<file path="src/rtl/decoder_pkg.sv">
// decoder_pkg: shared FSM state type and one-hot helper for the scan decoder family.
package decoder_pkg;
  localparam int MAX_SEL = 8;
  localparam int MAX_OUT = 1 << MAX_SEL;
  typedef enum logic [1:0] {IDLE, DIRECT, SCAN} state_e;
  function automatic int out_w(input int n);
    return 1 << n;
  endfunction
  function automatic logic [MAX_OUT-1:0] onehot(input logic [MAX_SEL-1:0] idx, input int n);
    onehot = '0;
    if (int'(idx) < out_w(n)) onehot[idx] = 1'b1;
  endfunction
endpackage

</file>
<file path="src/rtl/decoder_n_comb.sv">
// decoder_n_comb: combinational N_SEL-to-2**N_SEL one-hot decode with enable.
module decoder_n_comb
  import decoder_pkg::*;
#(
  parameter int N_SEL = 3
) (
  input  logic                    en_i,
  input  logic [N_SEL-1:0]        a_i,
  output logic [(1<<N_SEL)-1:0]   y_o
);
  localparam int OUT_W = 1 << N_SEL;
  assign y_o = en_i ? OUT_W'(onehot(MAX_SEL'(a_i), N_SEL)) : '0;
endmodule

</file>
<file path="src/rtl/decoder_scan_n.sv">
// decoder_scan_n: registered one-hot decoder with DIRECT decode and auto-advancing SCAN mode.
module decoder_scan_n
  import decoder_pkg::*;
#(
  parameter int N_SEL   = 3,
  parameter int DWELL_W = 8,
  parameter int ACT_LOW = 0
) (
  input  logic                  clk,
  input  logic                  rst,
  input  logic                  E,
  input  logic                  mode,
  input  logic [N_SEL-1:0]      A,
  input  logic [DWELL_W-1:0]    dwell,
  output logic [(1<<N_SEL)-1:0] Y,
  output logic [N_SEL-1:0]      cur_a,
  output logic                  wrap,
  output logic                  busy
);
  localparam int OUT_W = 1 << N_SEL;
  localparam logic [OUT_W-1:0] INACTIVE = (ACT_LOW != 0) ? '1 : '0;
  state_e             state_q, state_d;
  logic [N_SEL-1:0]   cur_a_q, cur_a_d;
  logic [DWELL_W-1:0] cnt_q, cnt_d;
  logic               wrap_q, wrap_d;
  logic [OUT_W-1:0]   y_q, y_d, dec;
  // Next index is computed first so Y and cur_a always agree on the same edge.
  always_comb begin
    state_d = state_q;
    cur_a_d = cur_a_q;
    cnt_d   = '0;
    wrap_d  = 1'b0;
    if (!E) state_d = IDLE;
    else if (!mode) begin
      state_d = DIRECT;
      cur_a_d = A;
    end else if (state_q != SCAN) begin
      state_d = SCAN;
      cur_a_d = '0;
    end else if (cnt_q >= dwell) begin
      cur_a_d = cur_a_q + 1'b1;
      wrap_d  = &cur_a_q;
    end else cnt_d = cnt_q + 1'b1;
  end
  decoder_n_comb #(.N_SEL(N_SEL)) u_dec (
    .en_i(state_d != IDLE),
    .a_i (cur_a_d),
    .y_o (dec)
  );
  assign y_d = (ACT_LOW != 0) ? ~dec : dec;
  always_ff @(posedge clk or posedge rst) begin
    if (rst) begin
      state_q <= IDLE;
      cur_a_q <= '0;
      cnt_q   <= '0;
      wrap_q  <= 1'b0;
      y_q     <= INACTIVE;
    end else begin
      state_q <= state_d;
      cur_a_q <= cur_a_d;
      cnt_q   <= cnt_d;
      wrap_q  <= wrap_d;
      y_q     <= y_d;
    end
  end
  assign Y     = y_q;
  assign cur_a = cur_a_q;
  assign wrap  = wrap_q;
  assign busy  = state_q == SCAN;
endmodule
</file>
<file path="config.mk">
export PLATFORM = sky130hd
export DESIGN_NAME = decoder_scan_n
export DESIGN_NICKNAME = d
export VERILOG_FILES = /design/src/rtl/decoder_pkg.sv /design/src/rtl/decoder_n_comb.sv /design/src/rtl/decoder_scan_n.sv
export SDC_FILE = /design/constraint.sdc
export NUM_CORES = 1
export LEC_CHECK = 0
export BUFFER_PORTS_ARGS = -buffer_cell sky130_fd_sc_hd__buf_2
export CAP_MARGIN = 20
export CORE_ASPECT_RATIO = 0.75
export CORE_MARGIN = 2
export CORE_UTILIZATION = 47
export CTS_CLUSTER_DIAMETER = 100
export CTS_CLUSTER_SIZE = 10
export DETAILED_ROUTE_END_ITERATION = 12
export HOLD_SLACK_MARGIN = 0.1
export MAX_ROUTING_LAYER = met4
export PLACE_DENSITY = 0.74
export SYNTH_ARGS = -nofsm -noshare
export SYNTH_HDL_FRONTEND = slang
export SYNTH_SLANG_ARGS = --single-unit
export TNS_END_PERCENT = 5
</file>
<file path="constraint.sdc">
create_clock -name clk -period 2.2 [get_ports clk]
set_input_delay 0.33 -clock clk [delete_from_list [all_inputs] [get_ports clk]]
set_output_delay 0.33 -clock clk [all_outputs]
set_load 0.02 [all_outputs]
</file>
==> results of run 1 <==
[report_power, final]
part | total [W] | switching, W | internal (W)
logic | 0.000123 | 0.0000732 | 0.0000499
registers | 0.000427 | 0.00000920 | 0.000417
clock network | 0.000177 | 0.000113 | 0.0000638
[worst min path at each step]
stage               slack, ns  start  cells after the start          to
floorplan                0.32    rst                      1        Y[0]
global placement         0.52    rst                      2  state_q[1]
detailed placement       0.52    rst                      2  state_q[1]
CTS                      0.18    rst                      2  state_q[1]
global route             0.23    rst                      2    cnt_q[7]
finish                   0.16    rst                      2        wrap
[worst reg2reg max path: cells and delay by family (launching register included)]
| kind | cells | cell delay [ns] |
|---|---|---|
| AO/OA/AOI/OAI | 2 | 0.66 |
| adder cells (fa/ha/maj) | 1 | 0.26 |
| buffers and inverters | 1 | 0.05 |
| flip-flops | 1 | 0.36 |
| multiplexers | 1 | 0.12 |
| AND/OR/NAND/NOR | 3 | 0.68 |
[what timing repair did]
action                                  CTS  global route
gates resized for setup                   0             3
endpoints found under the setup margin    7            16
hold endpoints to repair                  0             0
pin swaps                                 3             2
cloned                                    0             0
[per-stage QoR]
| stage | area, um^2 | power (W) | setup WS, ns | utilization [%] | hold slack [ns] |
|---|---|---|---|---|---|
| after floorplan | 1170 | 0.000508 | 0.00903 | - | 0.319 |
| after global placement | 1390 | 0.000554 | -0.0459 | 59.6 | 0.524 |
| after detailed placement | 1390 | 0.000557 | -0.137 | 59.6 | 0.523 |
| after CTS | 1410 | 0.000732 | -0.0518 | 60.5 | 0.182 |
| after global routing | 1410 | 0.000764 | -0.0926 | 60.8 | 0.234 |
| final | 1410 | 0.000726 | -0.00160 | 60.8 | 0.159 |
[cells by family after synthesis]
kind of cell             share of synthesized area (%)
XOR/XNOR                                          4.50
AO/OA/AOI/OAI                                     8.47
adder cells (fa/ha/maj)                           11.8
flip-flops                                        47.2
AND/OR/NAND/NOR                                   22.7
multiplexers                                     0.857
buffers and inverters                             4.50
[registers in the layout, summed over array words and instances (netlist names)]
name,flops
state_q,2
cnt_q,8
Y,8
wrap,1
cur_a,3
[synthesized netlist by cell type (all sizes together)]
cell / number / area (um^2)
dfrtp: 22 / 551
inv: 13 / 48.8
ha: 11 / 138
nand3: 11 / 55.1
nor2: 11 / 41.3
nand2: 9 / 33.8
nor3: 8 / 60.1
xor2: 5 / 43.8
nand2b: 3 / 26.3
o21ai: 3 / 15.0
a21oi: 2 / 10.0
and2: 2 / 12.5
and3: 2 / 12.5
nor2b: 2 / 12.5
o2111a: 2 / 22.5
a2111o: 1 / 11.3
a31oi: 1 / 21.3
clkbuf: 1 / 3.75
mux2i: 1 / 10.0
o21ba: 1 / 10.0
o2bb2ai: 1 / 8.76
or3: 1 / 11.3
xnor2: 1 / 8.76
[cell type report]
class / instances / area, um^2
flip-flops and latches: 22 / 551
well taps: 34 / 42.5
inverters: 13 / 48.8
multi-input cells: 78 / 569
fillers: 217 / 913
clock buffers: 3 / 22.5
repair buffers: 33 / 180
[routing by layer]
metal	GRT usage, %	part of all wire [%]	vias up
met2	29.9	48	29
li1	-	-	456
met5	-	0	-
met3	4.13	5.5	0
met1	24.8	47	419
met4	3.83	0	0
==> metrics, run 1 <==
Total GRT Usage 18.7%; buffers plus inverters on the worst setup path 1; Worst Setup End Kind register; most frequent cells in the layout 27 x buf_2, 22 x dfrtp_1; PortBufs 27; RSZ-0062 raised after global routing true; Worst slew margin 47.1%; worst reg2reg setup slack -0.002 ns; Crit Reg-Reg Endpoint Y[4]; Worst Max-Slew Pin Slew 0.793 ns; register area share after synthesis 47.2%; Post-Syn Area 1170 um^2; syn nets 140; Worst Slack Setup Final -0.00160 ns; CP Launch Type register; R2R depth 8; WS Path Type reg -> reg; crit path to Y[4]; average footprint of a synthesized cell 10.2 um^2; vias in the first global route 862; max-slew violation count 0; # DRC 0; Clock transition at path regs 0.11 ns; setup violators final 1; layout cell share with drive strength beyond 1 32.2%; Finished Layout Cells 183; Final nets 177; critical path's largest stage delay 0.42 ns; DR vias 904; Antenna Diode Count 0; Final Hold Viols 0; CTS H-tree lvls 1; # hold bufs at CTS 0; Horiz. Die Dim 61.5 um; worst skew pair latency 0.30 ns; Peak Freq 454 MHz; Ports 28; FF-to-FF Start cnt_q[0]; critical path's slowest cell or3_4; Worst Skew 0.00246 ns; CP startpoint cnt_q[0]; Crit path max-delay family simple AND/OR/NAND/NOR gates; Ys Warns 0; initial antenna violation count 0; first-pass GRT wire length 3.77 mm; Tightest Hold Check Type in -> async; critical path fanouts, max 7; number of cell rows 15; Pwr Density 514 nW/um^2; Wirelength per Cell 12.4 um; Vias/cell 4.94; Final min period 2.20 ns; Num CTS Buffers 3; # placed instances 180; RePlAce Congestion 0.942; TritonCTS clock tree yes; max-cap violations 0; largest net degree at the start of global routing 23; commonest non-fill, non-tap cell in the layout buf_2; critical path depth 8; antenna-violating nets left 0; GRT overflow 0; Root Buffer clkbuf_4; required time worst endpoint 2.42 ns; Vert. Die Dim 47.2 um; die area 2900 um^2; Syn-to-layout area delta 21.1%; Initial Utilization 50.2%; period utilization 100%; post-synthesis instance total 114; starting DRC count in detailed routing 17; Worst Path Arrival 2.42 ns; total leakage power 0.750 nW; drt pass-1 iters 4; Cell variety after synth 26; Core Box Area 2330 um^2; Clock Tree Buf Depth 2; failing checks setup timing; aggregate negative setup slack -0.00160 ns; DPL Wire Length 1.79 mm; crit path cell chain inv_1 > ha_1 > nand2b_4 > a2111o_1 > a31oi_4 > mux2i_2 > or3_4 > nor3_2; Post-Route WL 2.26 mm; CTS sink count 22; Max IR drop VDD 0.295 mV; Seq cells post-synth 22; post-CTS setup buffers 0; status complete, but fails checks
No activity file was read; power rests on OpenSTA's default activity.
==> run 2, diff against run 1 <==
- GPL_TIMING_DRIVEN: default -> 0
==> metrics, run 2 (synthesized netlist as in run 1, its figures left out) <==
layout cell share with drive strength beyond 1 33.3%; largest net degree at the start of global routing 23; failing checks setup timing; Final nets 177; sw power 0.000204 W; TritonCTS clock tree yes; Tightest Hold Check Type in -> async; Root Buffer clkbuf_4; Net Sw Frac 24.0%; Num CTS Buffers 3; part of the power in registers 49.9%; critical path fanouts, max 5; Final min period 2.24 ns; required time worst endpoint 2.44 ns; total leakage power 0.769 nW; Vert. Die Dim 47.2 um; setup violators final 6; Core Box Area 2330 um^2; WS Path Type reg -> reg; Clock Tree Buf Depth 2; Final Hold Viols 0; worst skew pair latency 0.31 ns; CP Launch Type register; commonest non-fill, non-tap cell in the layout buf_2; Antenna Diode Count 0; status complete, but fails checks; PortBufs 27; Worst Slack Setup Final -0.0387 ns; CP startpoint cnt_q[0]; Post-Route WL 2.22 mm; # DRC 0; RSZ-0062 raised after global routing true; Worst Skew 0.00831 ns; R2R depth 8; vias in the first global route 805; Max IR drop VDD 0.514 mV; FF-to-FF Start cnt_q[0]; Clock transition at path regs 0.12 ns; Wirelength per Cell 12.1 um; Worst Path Arrival 2.48 ns; internal power 0.000648 W; Worst Setup End Kind register; initial antenna violation count 0; Syn-to-layout area delta 24.5%; Pwr Density 586 nW/um^2; Peak Freq 447 MHz; final hold slack 0.152 ns; Initial Utilization 50.2%; Horiz. Die Dim 61.5 um; Total GRT Usage 18.5%; Crit Reg-Reg Endpoint Y[0]; period utilization 102%; CTS H-tree lvls 1; max-cap violations 0; die area 2900 um^2; Worst slew margin 46.6%; GRT overflow 0; first-pass GRT wire length 3.71 mm; number of cell rows 15; Vias/cell 5.00; CTS sink count 22; RePlAce Congestion 0.830; max-slew violation count 0; Ports 28; Worst Max-Slew Pin Slew 0.800 ns; Comb pwr share 14.3%; most frequent cells in the layout 27 x buf_2, 22 x dfrtp_1; worst reg2reg setup slack -0.04 ns; Clock Power Share 35.7%; drt pass-1 iters 4; Placement Setup Slack -0.256 ns; DR vias 920; DPL Wire Length 1.71 mm; starting DRC count in detailed routing 12; antenna-violating nets left 0
## run 2: worst max path at each step
stage	end	slack [ns]	cells past startpoint
after floorplan	Y[4]	0.009	8
after global placement	Y[1]	-0.20	8
after detailed placement	Y[1]	-0.26	8
after CTS	Y[0]	-0.10	8
after global routing	Y[3]	-0.12	9
final	Y[0]	-0.04	8
## run 2: worst max-delay path, stage by stage (launching register included)
cell	delay, ns
dfrtp_1	0.38
inv_1	0.05
ha_1	0.26
nand2b_4	0.13
a2111o_1	0.40
a31oi_4	0.23
mux2i_1	0.13
or3_4	0.43
nor3_4	0.17
## run 2: metal layers
metal / GRT usage [%] / part of all wire (%) / vias to the layer above
li1: - / - / 458
met1: 24.9 / 46 / 432
met2: 27.2 / 47 / 28
met3: 6.61 / 5.6 / 2
met4: 3.83 / 0.63 / 0
met5: - / 0 / -
## run 2: repair_timing
action,CTS,global route
buffers inserted,4,1
pin swaps,6,2
resized for setup,4,2
endpoints found under the setup margin,16,17
hold buffers,0,0
## run 2: layout make-up
type | instances | area, um^2
fillers | 202 | 873
clock inverters | 1 | 30.0
flip-flops and latches | 22 | 551
repair buffers | 32 | 173
well taps | 34 | 42.5
multi-input cells | 78 | 583
plain buffers | 1 | 3.75
inverters | 13 | 48.8
clock buffers | 3 | 22.5
## run 2: power by group through the flow
| stage | combinational, W | sequential [W] | clock [W] |
|---|---|---|---|
| floorplan | 0.0000613 | 0.000447 | 0 |
| global placement | 0.000110 | 0.000433 | 0 |
| detailed placement | 0.000115 | 0.000433 | 0 |
| CTS | 0.000119 | 0.000425 | 0.000315 |
| global route | 0.000137 | 0.000427 | 0.000330 |
| finish | 0.000122 | 0.000425 | 0.000305 |
## run 2: metrics by stage
stage / area (um^2) / total power (W) / util [%] / setup TNS, ns / std cells
6_report: 1450 / 0.000852 / 62.5 / -0.119 / 184
2_1_floorplan: 1170 / 0.000508 / - / 0 / 114
3_5_place_dp: 1350 / 0.000548 / 57.8 / -1.81 / 175
5_1_grt: 1450 / 0.000894 / 62.5 / -0.986 / 184
3_3_place_gp: 1350 / 0.000544 / 57.8 / -1.46 / 175
4_1_cts: 1440 / 0.000859 / 61.7 / -0.334 / 183
